File: src/rtl/sd_pkg.sv
// rtl/sd_pkg.sv - shared types and constants for the SD command sequencer
package sd_pkg;

   typedef enum logic [3:0] {
      ST_IDLE,
      ST_CRC,
      ST_SEND,
      ST_WAIT_SEND,
      ST_POLL,
      ST_WAIT_POLL,
      ST_EXT,
      ST_WAIT_EXT,
      ST_RESP
   } sd_seq_state_t;

   localparam logic       SPI_OP_READ     = 1'b0;
   localparam logic       SPI_OP_WRITE    = 1'b1;
   localparam int         CMD_FRAME_BYTES = 6;
   localparam int         R1_POLL_SIZE    = 0;
   localparam int         EXT_BYTES       = 4;
   localparam int         CMD_BITS        = 40;
   localparam logic [6:0] CRC7_POLY       = 7'h09;

endpackage

File: src/rtl/sd_cmd_sequencer_if.sv
// rtl/sd_cmd_sequencer_if.sv - command/response and spi_controller handshake bundle
interface sd_cmd_sequencer_if #(
   parameter int ADDR_W = 6
) ();

   logic              cmd_valid;
   logic              cmd_ready;
   logic [5:0]        cmd_index;
   logic [31:0]       cmd_arg;
   logic              cmd_ext;
   logic              resp_valid;
   logic [7:0]        resp_r1;
   logic [31:0]       resp_ext;
   logic              resp_timeout;
   logic              spi_start;
   logic              spi_op;
   logic [ADDR_W-1:0] spi_size;
   logic [ADDR_W-1:0] spi_address;
   logic [7:0]        spi_data_in;
   logic [7:0]        spi_data_out;
   logic              spi_wr;
   logic              spi_done;

   modport master (
      input  cmd_valid, cmd_index, cmd_arg, cmd_ext,
      input  spi_address, spi_data_out, spi_wr, spi_done,
      output cmd_ready, resp_valid, resp_r1, resp_ext, resp_timeout,
      output spi_start, spi_op, spi_size, spi_data_in
   );

   modport slave (
      output cmd_valid, cmd_index, cmd_arg, cmd_ext,
      output spi_address, spi_data_out, spi_wr, spi_done,
      input  cmd_ready, resp_valid, resp_r1, resp_ext, resp_timeout,
      input  spi_start, spi_op, spi_size, spi_data_in
   );

endinterface

File: src/rtl/sd_crc7.sv
// rtl/sd_crc7.sv - bit-serial CRC7 (x^7 + x^3 + 1), MSB first, zero init
module sd_crc7
   import sd_pkg::*;
(
   input  logic       clk,
   input  logic       rst,
   input  logic       clr,
   input  logic       en,
   input  logic       bit_in,
   output logic [6:0] crc_out
);

   logic [6:0] crc_q;
   logic [6:0] crc_d;
   logic       fb;

   always_comb begin
      fb    = bit_in ^ crc_q[6];
      crc_d = crc_q;
      if (clr) begin
         crc_d = '0;
      end else if (en) begin
         crc_d = {crc_q[5:0], 1'b0} ^ (fb ? CRC7_POLY : 7'h00);
      end
   end

   always_ff @(posedge clk) begin
      if (rst) begin
         crc_q <= '0;
      end else begin
         crc_q <= crc_d;
      end
   end

   assign crc_out = crc_q;

endmodule

File: src/rtl/sd_cmd_sequencer.sv
// rtl/sd_cmd_sequencer.sv - builds SPI-mode SD command frames and collects the R1/R3/R7 reply
module sd_cmd_sequencer
   import sd_pkg::*;
#(
   parameter int MEMORY_SIZE_IN_BYTES = 64,
   parameter int NCR_MAX              = 8
) (
   input logic                clk,
   input logic                rst,
   sd_cmd_sequencer_if.master bus
);

   localparam int ADDR_W = $clog2(MEMORY_SIZE_IN_BYTES);

   sd_seq_state_t state_q, state_d;
   logic [5:0]    index_q, index_d;
   logic [31:0]   arg_q, arg_d;
   logic          ext_q, ext_d;
   logic [5:0]    bit_cnt_q, bit_cnt_d;
   logic [7:0]    poll_cnt_q, poll_cnt_d;
   logic [7:0]    r1_q, r1_d;
   logic [31:0]   resp_ext_q, resp_ext_d;
   logic          timeout_q, timeout_d;

   logic          accept;
   logic [7:0]    poll_inc;
   logic          poll_last;
   logic [39:0]   cmd_bits;
   logic          crc_clr;
   logic          crc_en;
   logic          crc_bit;
   logic [6:0]    crc;
   logic [1:0]    ext_sel;

   assign accept    = bus.cmd_valid && (state_q == ST_IDLE);
   assign poll_inc  = poll_cnt_q + 8'd1;
   assign poll_last = (poll_inc == 8'(NCR_MAX));
   assign cmd_bits  = {2'b01, index_q, arg_q};
   assign crc_bit   = cmd_bits[6'(CMD_BITS - 1) - bit_cnt_q];
   // Response bytes arrive first-to-last; the first one lands in the top byte.
   assign ext_sel   = 2'd3 - bus.spi_address[1:0];

   sd_crc7 u_crc7 (
      .clk    (clk),
      .rst    (rst),
      .clr    (crc_clr),
      .en     (crc_en),
      .bit_in (crc_bit),
      .crc_out(crc)
   );

   always_ff @(posedge clk) begin
      if (rst) begin
         state_q    <= ST_IDLE;
         index_q    <= '0;
         arg_q      <= '0;
         ext_q      <= 1'b0;
         bit_cnt_q  <= '0;
         poll_cnt_q <= '0;
         r1_q       <= 8'hFF;
         resp_ext_q <= '0;
         timeout_q  <= 1'b0;
      end else begin
         state_q    <= state_d;
         index_q    <= index_d;
         arg_q      <= arg_d;
         ext_q      <= ext_d;
         bit_cnt_q  <= bit_cnt_d;
         poll_cnt_q <= poll_cnt_d;
         r1_q       <= r1_d;
         resp_ext_q <= resp_ext_d;
         timeout_q  <= timeout_d;
      end
   end

   always_comb begin
      state_d = state_q;
      case (state_q)
         ST_IDLE:      if (accept) state_d = ST_CRC;
         ST_CRC:       if (bit_cnt_q == 6'(CMD_BITS - 1)) state_d = ST_SEND;
         ST_SEND:      state_d = ST_WAIT_SEND;
         ST_WAIT_SEND: if (bus.spi_done) state_d = ST_POLL;
         ST_POLL:      state_d = ST_WAIT_POLL;
         ST_WAIT_POLL: begin
            if (bus.spi_done) begin
               if (!bus.spi_data_out[7]) begin
                  state_d = ext_q ? ST_EXT : ST_RESP;
               end else if (poll_last) begin
                  state_d = ST_RESP;
               end else begin
                  state_d = ST_POLL;
               end
            end
         end
         ST_EXT:       state_d = ST_WAIT_EXT;
         ST_WAIT_EXT:  if (bus.spi_done) state_d = ST_RESP;
         ST_RESP:      state_d = ST_IDLE;
         default:      state_d = ST_IDLE;
      endcase
   end

   always_comb begin
      index_d    = index_q;
      arg_d      = arg_q;
      ext_d      = ext_q;
      bit_cnt_d  = bit_cnt_q;
      poll_cnt_d = poll_cnt_q;
      r1_d       = r1_q;
      resp_ext_d = resp_ext_q;
      timeout_d  = timeout_q;
      crc_clr    = 1'b0;
      crc_en     = 1'b0;

      if (accept) begin
         index_d   = bus.cmd_index;
         arg_d     = bus.cmd_arg;
         ext_d     = bus.cmd_ext;
         timeout_d = 1'b0;
         bit_cnt_d = '0;
         crc_clr   = 1'b1;
      end

      if (state_q == ST_CRC) begin
         crc_en    = 1'b1;
         bit_cnt_d = bit_cnt_q + 6'd1;
      end

      if (state_q == ST_WAIT_SEND && bus.spi_done) begin
         poll_cnt_d = '0;
      end

      if (state_q == ST_WAIT_POLL && bus.spi_done) begin
         poll_cnt_d = poll_inc;
         if (!bus.spi_data_out[7]) begin
            r1_d = bus.spi_data_out;
         end else if (poll_last) begin
            r1_d      = 8'hFF;
            timeout_d = 1'b1;
         end
      end

      if (state_q == ST_WAIT_EXT && bus.spi_wr) begin
         resp_ext_d[{ext_sel, 3'b000} +: 8] = bus.spi_data_out;
      end
   end

   // Transfer opcode and size are decoded from the state pair, so they stay put until spi_done.
   always_comb begin
      bus.cmd_ready  = (state_q == ST_IDLE);
      bus.resp_valid = (state_q == ST_RESP);
      bus.spi_start  = 1'b0;
      bus.spi_op     = SPI_OP_READ;
      bus.spi_size   = '0;
      case (state_q)
         ST_SEND, ST_WAIT_SEND: begin
            bus.spi_start = (state_q == ST_SEND);
            bus.spi_op    = SPI_OP_WRITE;
            bus.spi_size  = ADDR_W'(CMD_FRAME_BYTES - 1);
         end
         ST_POLL, ST_WAIT_POLL: begin
            bus.spi_start = (state_q == ST_POLL);
            bus.spi_size  = ADDR_W'(R1_POLL_SIZE);
         end
         ST_EXT, ST_WAIT_EXT: begin
            bus.spi_start = (state_q == ST_EXT);
            bus.spi_size  = ADDR_W'(EXT_BYTES - 1);
         end
         default: ;
      endcase
   end

   always_comb begin
      bus.spi_data_in = 8'hFF;
      case (bus.spi_address)
         ADDR_W'(0): bus.spi_data_in = {2'b01, index_q};
         ADDR_W'(1): bus.spi_data_in = arg_q[31:24];
         ADDR_W'(2): bus.spi_data_in = arg_q[23:16];
         ADDR_W'(3): bus.spi_data_in = arg_q[15:8];
         ADDR_W'(4): bus.spi_data_in = arg_q[7:0];
         ADDR_W'(5): bus.spi_data_in = {crc, 1'b1};
         default: ;
      endcase
   end

   assign bus.resp_r1      = r1_q;
   assign bus.resp_ext     = resp_ext_q;
   assign bus.resp_timeout = timeout_q;

endmodule
File: src/flat_wrapper.sv
// flat-port wrapper written by rule: the top's interface ports become plain ports
module sd_cmd_sequencer_flat import sd_pkg::*;
#(
   parameter int MEMORY_SIZE_IN_BYTES = 64,
   parameter int NCR_MAX              = 8
)
  (clk, rst, bus_cmd_valid, bus_cmd_index, bus_cmd_arg, bus_cmd_ext, bus_spi_address, bus_spi_data_out, bus_spi_wr, bus_spi_done, bus_cmd_ready, bus_resp_valid, bus_resp_r1, bus_resp_ext, bus_resp_timeout, bus_spi_start, bus_spi_op, bus_spi_size, bus_spi_data_in);
  sd_cmd_sequencer_if bus_i ();
  input logic clk;
  input logic rst;
  input wire logic [$bits(bus_i.cmd_valid)-1:0] bus_cmd_valid;
  input wire logic [$bits(bus_i.cmd_index)-1:0] bus_cmd_index;
  input wire logic [$bits(bus_i.cmd_arg)-1:0] bus_cmd_arg;
  input wire logic [$bits(bus_i.cmd_ext)-1:0] bus_cmd_ext;
  input wire logic [$bits(bus_i.spi_address)-1:0] bus_spi_address;
  input wire logic [$bits(bus_i.spi_data_out)-1:0] bus_spi_data_out;
  input wire logic [$bits(bus_i.spi_wr)-1:0] bus_spi_wr;
  input wire logic [$bits(bus_i.spi_done)-1:0] bus_spi_done;
  output wire logic [$bits(bus_i.cmd_ready)-1:0] bus_cmd_ready;
  output wire logic [$bits(bus_i.resp_valid)-1:0] bus_resp_valid;
  output wire logic [$bits(bus_i.resp_r1)-1:0] bus_resp_r1;
  output wire logic [$bits(bus_i.resp_ext)-1:0] bus_resp_ext;
  output wire logic [$bits(bus_i.resp_timeout)-1:0] bus_resp_timeout;
  output wire logic [$bits(bus_i.spi_start)-1:0] bus_spi_start;
  output wire logic [$bits(bus_i.spi_op)-1:0] bus_spi_op;
  output wire logic [$bits(bus_i.spi_size)-1:0] bus_spi_size;
  output wire logic [$bits(bus_i.spi_data_in)-1:0] bus_spi_data_in;
  assign bus_i.cmd_valid = bus_cmd_valid;
  assign bus_i.cmd_index = bus_cmd_index;
  assign bus_i.cmd_arg = bus_cmd_arg;
  assign bus_i.cmd_ext = bus_cmd_ext;
  assign bus_i.spi_address = bus_spi_address;
  assign bus_i.spi_data_out = bus_spi_data_out;
  assign bus_i.spi_wr = bus_spi_wr;
  assign bus_i.spi_done = bus_spi_done;
  assign bus_cmd_ready = bus_i.cmd_ready;
  assign bus_resp_valid = bus_i.resp_valid;
  assign bus_resp_r1 = bus_i.resp_r1;
  assign bus_resp_ext = bus_i.resp_ext;
  assign bus_resp_timeout = bus_i.resp_timeout;
  assign bus_spi_start = bus_i.spi_start;
  assign bus_spi_op = bus_i.spi_op;
  assign bus_spi_size = bus_i.spi_size;
  assign bus_spi_data_in = bus_i.spi_data_in;
  sd_cmd_sequencer #(.MEMORY_SIZE_IN_BYTES(MEMORY_SIZE_IN_BYTES), .NCR_MAX(NCR_MAX)) u_core (.clk(clk), .rst(rst), .bus(bus_i));
endmodule
File: config.mk
export PLATFORM = sky130hd
export DESIGN_NAME = sd_cmd_sequencer_flat
export DESIGN_NICKNAME = d
export VERILOG_FILES = /design/src/rtl/sd_pkg.sv /design/src/rtl/sd_cmd_sequencer_if.sv /design/src/rtl/sd_crc7.sv /design/src/rtl/sd_cmd_sequencer.sv /design/src/flat_wrapper.sv
export SDC_FILE = /design/constraint.sdc
export NUM_CORES = 1
export LEC_CHECK = 0
export CORE_MARGIN = 1
export CORE_UTILIZATION = 45
export DETAILED_ROUTE_END_ITERATION = 10
export GPL_ROUTABILITY_DRIVEN = 0
export GPL_TIMING_DRIVEN = 1
export PLACE_DENSITY = 0.73
export SYNTH_ARGS = -nofsm -noshare
export SYNTH_HDL_FRONTEND = slang
export SYNTH_SLANG_ARGS = --single-unit
File: constraint.sdc
create_clock -name clk -period 2.2 [get_ports clk]
set_input_delay 0.22 -clock clk [delete_from_list [all_inputs] [get_ports clk]]
set_output_delay 0.22 -clock clk [all_outputs]
set_load 0.01 [all_outputs]
==> results.cfg, run 1 <==
[floorplan]
die-height_um = 108
die-width_um = 108
coreArea_mm2 = 0.0109
floorplan.initialDensity = 0.464
row_count = 38
ioPinCount = 117
die_area_mm2 = 0.0117

[worst_hold_path]
hold_class = input pin to flip-flop

[drt]
antenna_left = 0
dr_total_vias = 5123
wl_per_cell_um = 16.0
drt_wl_total_um = 14400
dr.pass1.iters = 10
via_per_inst = 5.70
drc = 0
drtIter0Drc = 403

[critical_path]
rrSetupSlack_ns = -0.008
critPathRequiredTime_ns = 2.52
crit_type = flip-flop to flip-flop
worstPathArrival_ns = 2.53
endpoint = u_core.u_crc7.crc_out[3]$_SDFFE_PP0P_
cp-end-kind = flip-flop
cp_slowest_cell = mux4_2
worst-r2r-cell-count = 7
crit_start = u_core.bit_cnt_q[0]$_SDFFE_PP0P_
regToRegEndpoint = u_core.u_crc7.crc_out[3]$_SDFFE_PP0P_
path_cells = buf_12 -> mux4_2 -> a22oi_2 -> a31oi_1 -> nor4_2 -> xor3_1 -> a21oi_1
r2r_start = u_core.bit_cnt_q[0]$_SDFFE_PP0P_
crit_path_max_incr_delay_ns = 0.51
start_kind = flip-flop
critPathMaxFanout = 8

[pwr]
ir_drop_v = 0.000614
p_int_w = 0.00350
powerDensity_mw_per_mm2 = 794
netSwitchingFraction = 0.340
leakagePower_nw = 2.38
seq_power_share = 0.436
power.switching_w = 0.00180
clkPwrFrac = 0.261
comb_power_share = 0.303

[logic_synthesis]
syn-instance-count = 641
syn_avg_cell_area_um2 = 7.88
async_flop_share = 0
ys_seq_area_frac = 0.416
ys_types = 53
ys_warn_count = 0
synth_edf_count = 0
syn-cell-area_mm2 = 0.00505
synth_ff_type = dfxtp_1
ys_seq_elements = 105

[run_status]
failed_checks = negative setup slack
outcome = complete, but fails checks

[grt]
gr-total-overflow = 0
grtUsageTotal = 0.249
grt_pass1_wl_um = 22700
grt_pass1_vias = 4682
antenna_found_initial = 0
grt_start_max_net_pins = 41

[sta]
tns_ns = -0.00766
slew_violations = 0
rsz0062_at_grt = true
post-route-min-period_ns = 2.21
fmax_ghz = 0.453
finalHoldViolations = 0
max_slew_margin = 0.629
fin_crit_sh = 1.00
worst_slack_ns = -0.00766
fin_worst_skew_ns = 0.00995
setup-violations-final = 1
finalHoldWorstSlack_ns = 0.303
worst-slew-pin-transition_ns = 0.556

[clocking]
cts_sinks = 105
clk_latency_ns = 0.38
cts_buffer_depth = 2
h-tree-depth = 3
cts_tree = built
cts_hold_buf = 0
numCtsBuffers = 9
path_clk_slew_ns = 0.10
clockRootBuffer = clkbuf_8

[final_layout]
seqCellArea_mm2 = 0.00211
n_antenna_cell = 0
drive_gt1_frac = 0.116
area_delta_synth_final_pct = 32.0
final_nets = 822
final_util = 0.613
n_fill_cell = 957
mostFrequentLayoutCell = nand2_1
multi_input_area_mm2 = 0.00272
final_cell_mix = nand2_1 (141), a21oi_1 (102), clkdlybuf4s50_1 (102), dfxtp_1 (102), nand3_1 (51)

[placed_design]
dpl.hpwl_um = 10600
io_buffers = 113

[run]
cap_violations = 0
## stage by stage
step / cell area, um^2 / setup slack (ns) / total power (W) / instances
2_1_floorplan: 5060 / 0.196 / 0.00327 / 643
3_3_place_gp: 6370 / -0.336 / 0.00379 / 875
3_5_place_dp: 6370 / -0.434 / 0.00383 / 875
4_1_cts: 6600 / 0.0116 / 0.00520 / 891
5_1_grt: 6670 / -0.0707 / 0.00561 / 899
6_report: 6670 / -0.00766 / 0.00530 / 899
## flip-flops by register name (all words and copies together), names as in the netlist
| name | count |
|---|---|
| u_core.arg_q | 32 |
| u_core.bit_cnt_q | 6 |
| u_core.bus.resp_ext | 32 |
| u_core.bus.resp_r1 | 8 |
| u_core.bus.resp_timeout | 1 |
| u_core.ext_q | 1 |
| u_core.index_q | 6 |
| u_core.poll_cnt_q | 8 |
| u_core.state_q | 4 |
| u_core.u_crc7.crc_out | 7 |
## metal layers
metal  vias to the layer above  wire, um  GRT usage
met5                         -         0          0
met4                         0       335     0.0949
met3                        31      1120     0.0428
met2                       228      7000      0.422
met1                      2407      5930      0.315
li1                       2457         -          -
## Yosys cell counts (3+ instances only)
library cell	count	area [um^2]
xnor2_1	4	35.0
nand3b_1	4	30.0
inv_1	10	37.5
o21bai_1	7	52.6
and2_1	11	68.8
nand3_1	51	255
nand2_1	141	529
dfxtp_1	105	2100
nor3b_1	3	22.5
a22oi_1	13	97.6
nor2_1	38	143
nand4_1	3	18.8
nor4b_1	3	26.3
and3_1	6	37.5
buf_2	11	55.1
o21ai_0	12	60.1
ha_1	10	125
a311oi_1	3	26.3
clkbuf_1	34	128
xor2_1	3	26.3
mux4_2	7	158
a222oi_1	5	50.1
a211oi_1	5	37.5
a21oi_1	102	510
nor3_1	7	35.0
a21o_1	3	22.5
buf_4	3	22.5
a31oi_1	4	25.0
## worst min-delay path by stage
stage,startpoint,endpoint,cells after the start
after detailed placement,u_core.bus.resp_ext[6]$_SDFFE_PP0P_,u_core.bus.resp_ext[6]$_SDFFE_PP0P_,2
after global placement,u_core.bus.resp_ext[31]$_SDFFE_PP0P_,u_core.bus.resp_ext[31]$_SDFFE_PP0P_,2
after global routing,rst,u_core.state_q[0]$_SDFFE_PP0P_,2
final,rst,u_core.state_q[0]$_SDFFE_PP0P_,2
after floorplan,bus_cmd_arg[0],u_core.arg_q[0]$_SDFFE_PP0P_,2
after CTS,rst,u_core.state_q[0]$_SDFFE_PP0P_,2
## critical path: cells and delay by family, from the launching register on
family / cells / cell delay [ns]
simple gates: 1 / 0.36
xor+xnor: 1 / 0.39
mux: 1 / 0.51
flops: 1 / 0.36
buf+inv: 1 / 0.13
compound gates: 3 / 0.40
## power groups by stage
stage                     combinational (W)  clock, W  sequential (W)
final                               0.00160   0.00138         0.00231
after global routing                0.00178   0.00150         0.00233
after CTS                           0.00149   0.00141         0.00230
after detailed placement            0.00149         0         0.00234
after global placement              0.00146         0         0.00233
after floorplan                     0.00105         0         0.00222
## cells by family (layout without fill, tap and decap cells)
family / after synthesis / after routing / synth area share
AOI/OAI and AO/OA: 168 / 168 / 0.200
xor gates and xnor gates: 8 / 8 / 0.0168
adders and majority gates: 10 / 10 / 0.0248
buffers and inverters: 60 / 176 / 0.0525
DFF: 105 / 105 / 0.416
muxes: 11 / 11 / 0.0429
other: 1 / 3 / 0.000742
and+or+nand+nor: 278 / 278 / 0.246
## cell type report
| class | instances | share of cell area |
|---|---|---|
| repair buffers | 150 | 0.210 |
| clock inverters | 7 | 0.0159 |
| inverters | 10 | 0.00563 |
| clock buffers | 9 | 0.0186 |
| well taps | 140 | 0.0263 |
| flip-flops and latches | 105 | 0.316 |
| multi-input cells | 478 | 0.408 |
## repair_timing
| action | CTS | global route |
|---|---|---|
| setup endpoints to repair | 8 | 13 |
| pin swaps | 4 | 12 |
| buffers inserted | 0 | 8 |
| resized for setup | 17 | 17 |
No activity file was read; power rests on OpenSTA's default activity.
==> run 2, diff against run 1 <==
--- a/config.mk
+++ b/config.mk
@@ -5,7 +5,7 @@
 export SDC_FILE = /design/constraint.sdc
 export NUM_CORES = 1
 export LEC_CHECK = 0
-export CORE_MARGIN = 1
+export CORE_MARGIN = 10
 export CORE_UTILIZATION = 45
 export DETAILED_ROUTE_END_ITERATION = 10
 export GPL_ROUTABILITY_DRIVEN = 0
==> constraint.sdc (replaced) <==
create_clock -name clk -period 2.2 [get_ports clk]
set_input_delay 0.22 -clock clk [delete_from_list [all_inputs] [get_ports clk]]
set_output_delay 0.22 -clock clk [all_outputs]
set_load 0.005 [all_outputs]
==> run 2 against run 1 <==
The run now ends clean. Via count fell by 0.90%. Fmax rose by 2.3%. Register-to-register slack improved by 0.08 ns. Clock power rose by 16%. Power rose by 2.7%. Combinational power fell by 4%. Count of clock-buffer cells in the layout did not move. Clock skew fell by 0.0014 ns. Wire length rose by 7.1%. Die area rose by 36%. Sequential cell count did not move. Critical path type is now input pin to output port.
==> results.cfg, run 2 (synthesized netlist as in run 1, its figures left out) <==
[pwr]
powerDensity_mw_per_mm2 = 804
comb_power_share = 0.282
seq_power_share = 0.425
clkPwrFrac = 0.294
leakagePower_nw = 2.39
ir_drop_v = 0.000484
p_int_w = 0.00359
netSwitchingFraction = 0.339
power.switching_w = 0.00184

[floorplan]
die_area_mm2 = 0.0159
row_count = 38
die-height_um = 126
die-width_um = 126
ioPinCount = 117
floorplan.initialDensity = 0.462
coreArea_mm2 = 0.0109

[clocking]
clk_latency_ns = 0.34
path_clk_slew_ns = 0.08
cts_buffer_depth = 2
cts_hold_buf = 0
cts_tree = built
numCtsBuffers = 9
h-tree-depth = 3
cts_sinks = 105
clockRootBuffer = clkbuf_16

[critical_path]
start_kind = input pin
crit_start = bus_spi_address[4]
r2r_start = u_core.bit_cnt_q[0]$_SDFFE_PP0P_
crit_type = input pin to output port
regToRegEndpoint = u_core.u_crc7.crc_out[3]$_SDFFE_PP0P_
critPathMaxFanout = 8
worst-r2r-cell-count = 7
rrSetupSlack_ns = 0.07
endpoint = bus_spi_data_in[4]
critPathRequiredTime_ns = 1.98
cp-end-kind = output port
worstPathArrival_ns = 1.94

[drt]
drtIter0Drc = 499
dr.pass1.iters = 5
antenna_left = 0
drc = 0
dr_total_vias = 5077
drt_wl_total_um = 15400
wl_per_cell_um = 17.2
via_per_inst = 5.67

[grt]
antenna_found_initial = 1
grt_pass1_vias = 4821
grt_pass1_wl_um = 24800
grtUsageTotal = 0.184
grt_start_max_net_pins = 46
gr-total-overflow = 0

[sta]
tns_ns = 0
rsz0062_at_grt = true
worst-slew-pin-transition_ns = 0.660
slew_violations = 0
max_slew_margin = 0.560
worst_slack_ns = 0.0412
post-route-min-period_ns = 2.16
setup-violations-final = 0
finalHoldViolations = 0
fin_crit_sh = 0.981
fin_worst_skew_ns = 0.00859
fmax_ghz = 0.463

[final_layout]
mostFrequentLayoutCell = nand2_1
final_nets = 818
final_cell_mix = nand2_1 (141), dfxtp_1 (103), a21oi_1 (102)
area_delta_synth_final_pct = 33.9
final_util = 0.618
drive_gt1_frac = 0.115

[run_status]
outcome = finished clean

[placed_design]
dpl.hpwl_um = 11800
place_ws_ns = -0.427
io_buffers = 113

[worst_hold_path]
hold_class = input pin to flip-flop

[run]
cap_violations = 0
-- run 2: worst min path at each step --
stage | start | to | slack [ns] | depth (start not counted)
6_report | rst | u_core.poll_cnt_q[1]$_SDFFE_PP0P_ | 0.39 | 2
4_1_cts | rst | u_core.bus.resp_timeout$_SDFF_PP0_ | 0.39 | 2
5_1_grt | rst | u_core.poll_cnt_q[1]$_SDFFE_PP0P_ | 0.41 | 2
2_1_floorplan | bus_cmd_arg[0] | u_core.arg_q[0]$_SDFFE_PP0P_ | 0.36 | 2
3_3_place_gp | u_core.bus.resp_ext[19]$_SDFFE_PP0P_ | u_core.bus.resp_ext[19]$_SDFFE_PP0P_ | 0.44 | 2
3_5_place_dp | u_core.bus.resp_ext[5]$_SDFFE_PP0P_ | u_core.bus.resp_ext[5]$_SDFFE_PP0P_ | 0.44 | 2
-- run 2: timing repair --
action,CTS,global route
hold endpoints to repair,0,0
buffers inserted,0,2
gates cloned,0,0
setup endpoints to repair,8,28
resized for setup,29,10
pin swaps,5,4
-- run 2: cell type report --
type	instances	area, um^2
fillers	985	4170
multi-input cells	478	2750
flip-flops and latches	105	2100
repair buffers	146	1390
clock buffers	9	225
well taps	140	175
clock inverters	7	72.6
inverters	10	37.5
diodes	1	2.50
-- run 2: layer usage --
| layer | wire length [um] | GRT usage | vias to the layer above |
|---|---|---|---|
| li1 | - | - | 2473 |
| met2 | 7610 | 0.313 | 181 |
| met5 | 0 | 0 | - |
| met1 | 6490 | 0.226 | 2407 |
| met4 | 201 | 0.0496 | 0 |
| met3 | 1110 | 0.0457 | 16 |
-- run 2: worst max-delay path, cell delays in order --
cell and delay [ns]:
clkdlybuf4s50_1 0.51, nor3_2 0.05, buf_4 0.15, and3_4 0.21, a222oi_1 0.36, nand3_1 0.15
dlygate4sd2_1 0.30
-- run 2: power by group through the flow --
| stage | clock (W) | sequential (W) | combinational, W |
|---|---|---|---|
| after global routing | 0.00169 | 0.00233 | 0.00170 |
| after global placement | 0 | 0.00233 | 0.00146 |
| final | 0.00160 | 0.00231 | 0.00153 |
| after CTS | 0.00161 | 0.00229 | 0.00151 |
| after detailed placement | 0 | 0.00234 | 0.00150 |
| after floorplan | 0 | 0.00222 | 0.00103 |
-- run 2: through the flow --
stage | total power (W) | area [um^2] | cells | hold WS, ns
after global placement | 0.00379 | 6400 | 877 | 0.441
after CTS | 0.00541 | 6730 | 893 | 0.391
after detailed placement | 0.00384 | 6400 | 877 | 0.444
after floorplan | 0.00325 | 5060 | 643 | 0.356
after global routing | 0.00573 | 6760 | 896 | 0.411
final | 0.00544 | 6760 | 896 | 0.388
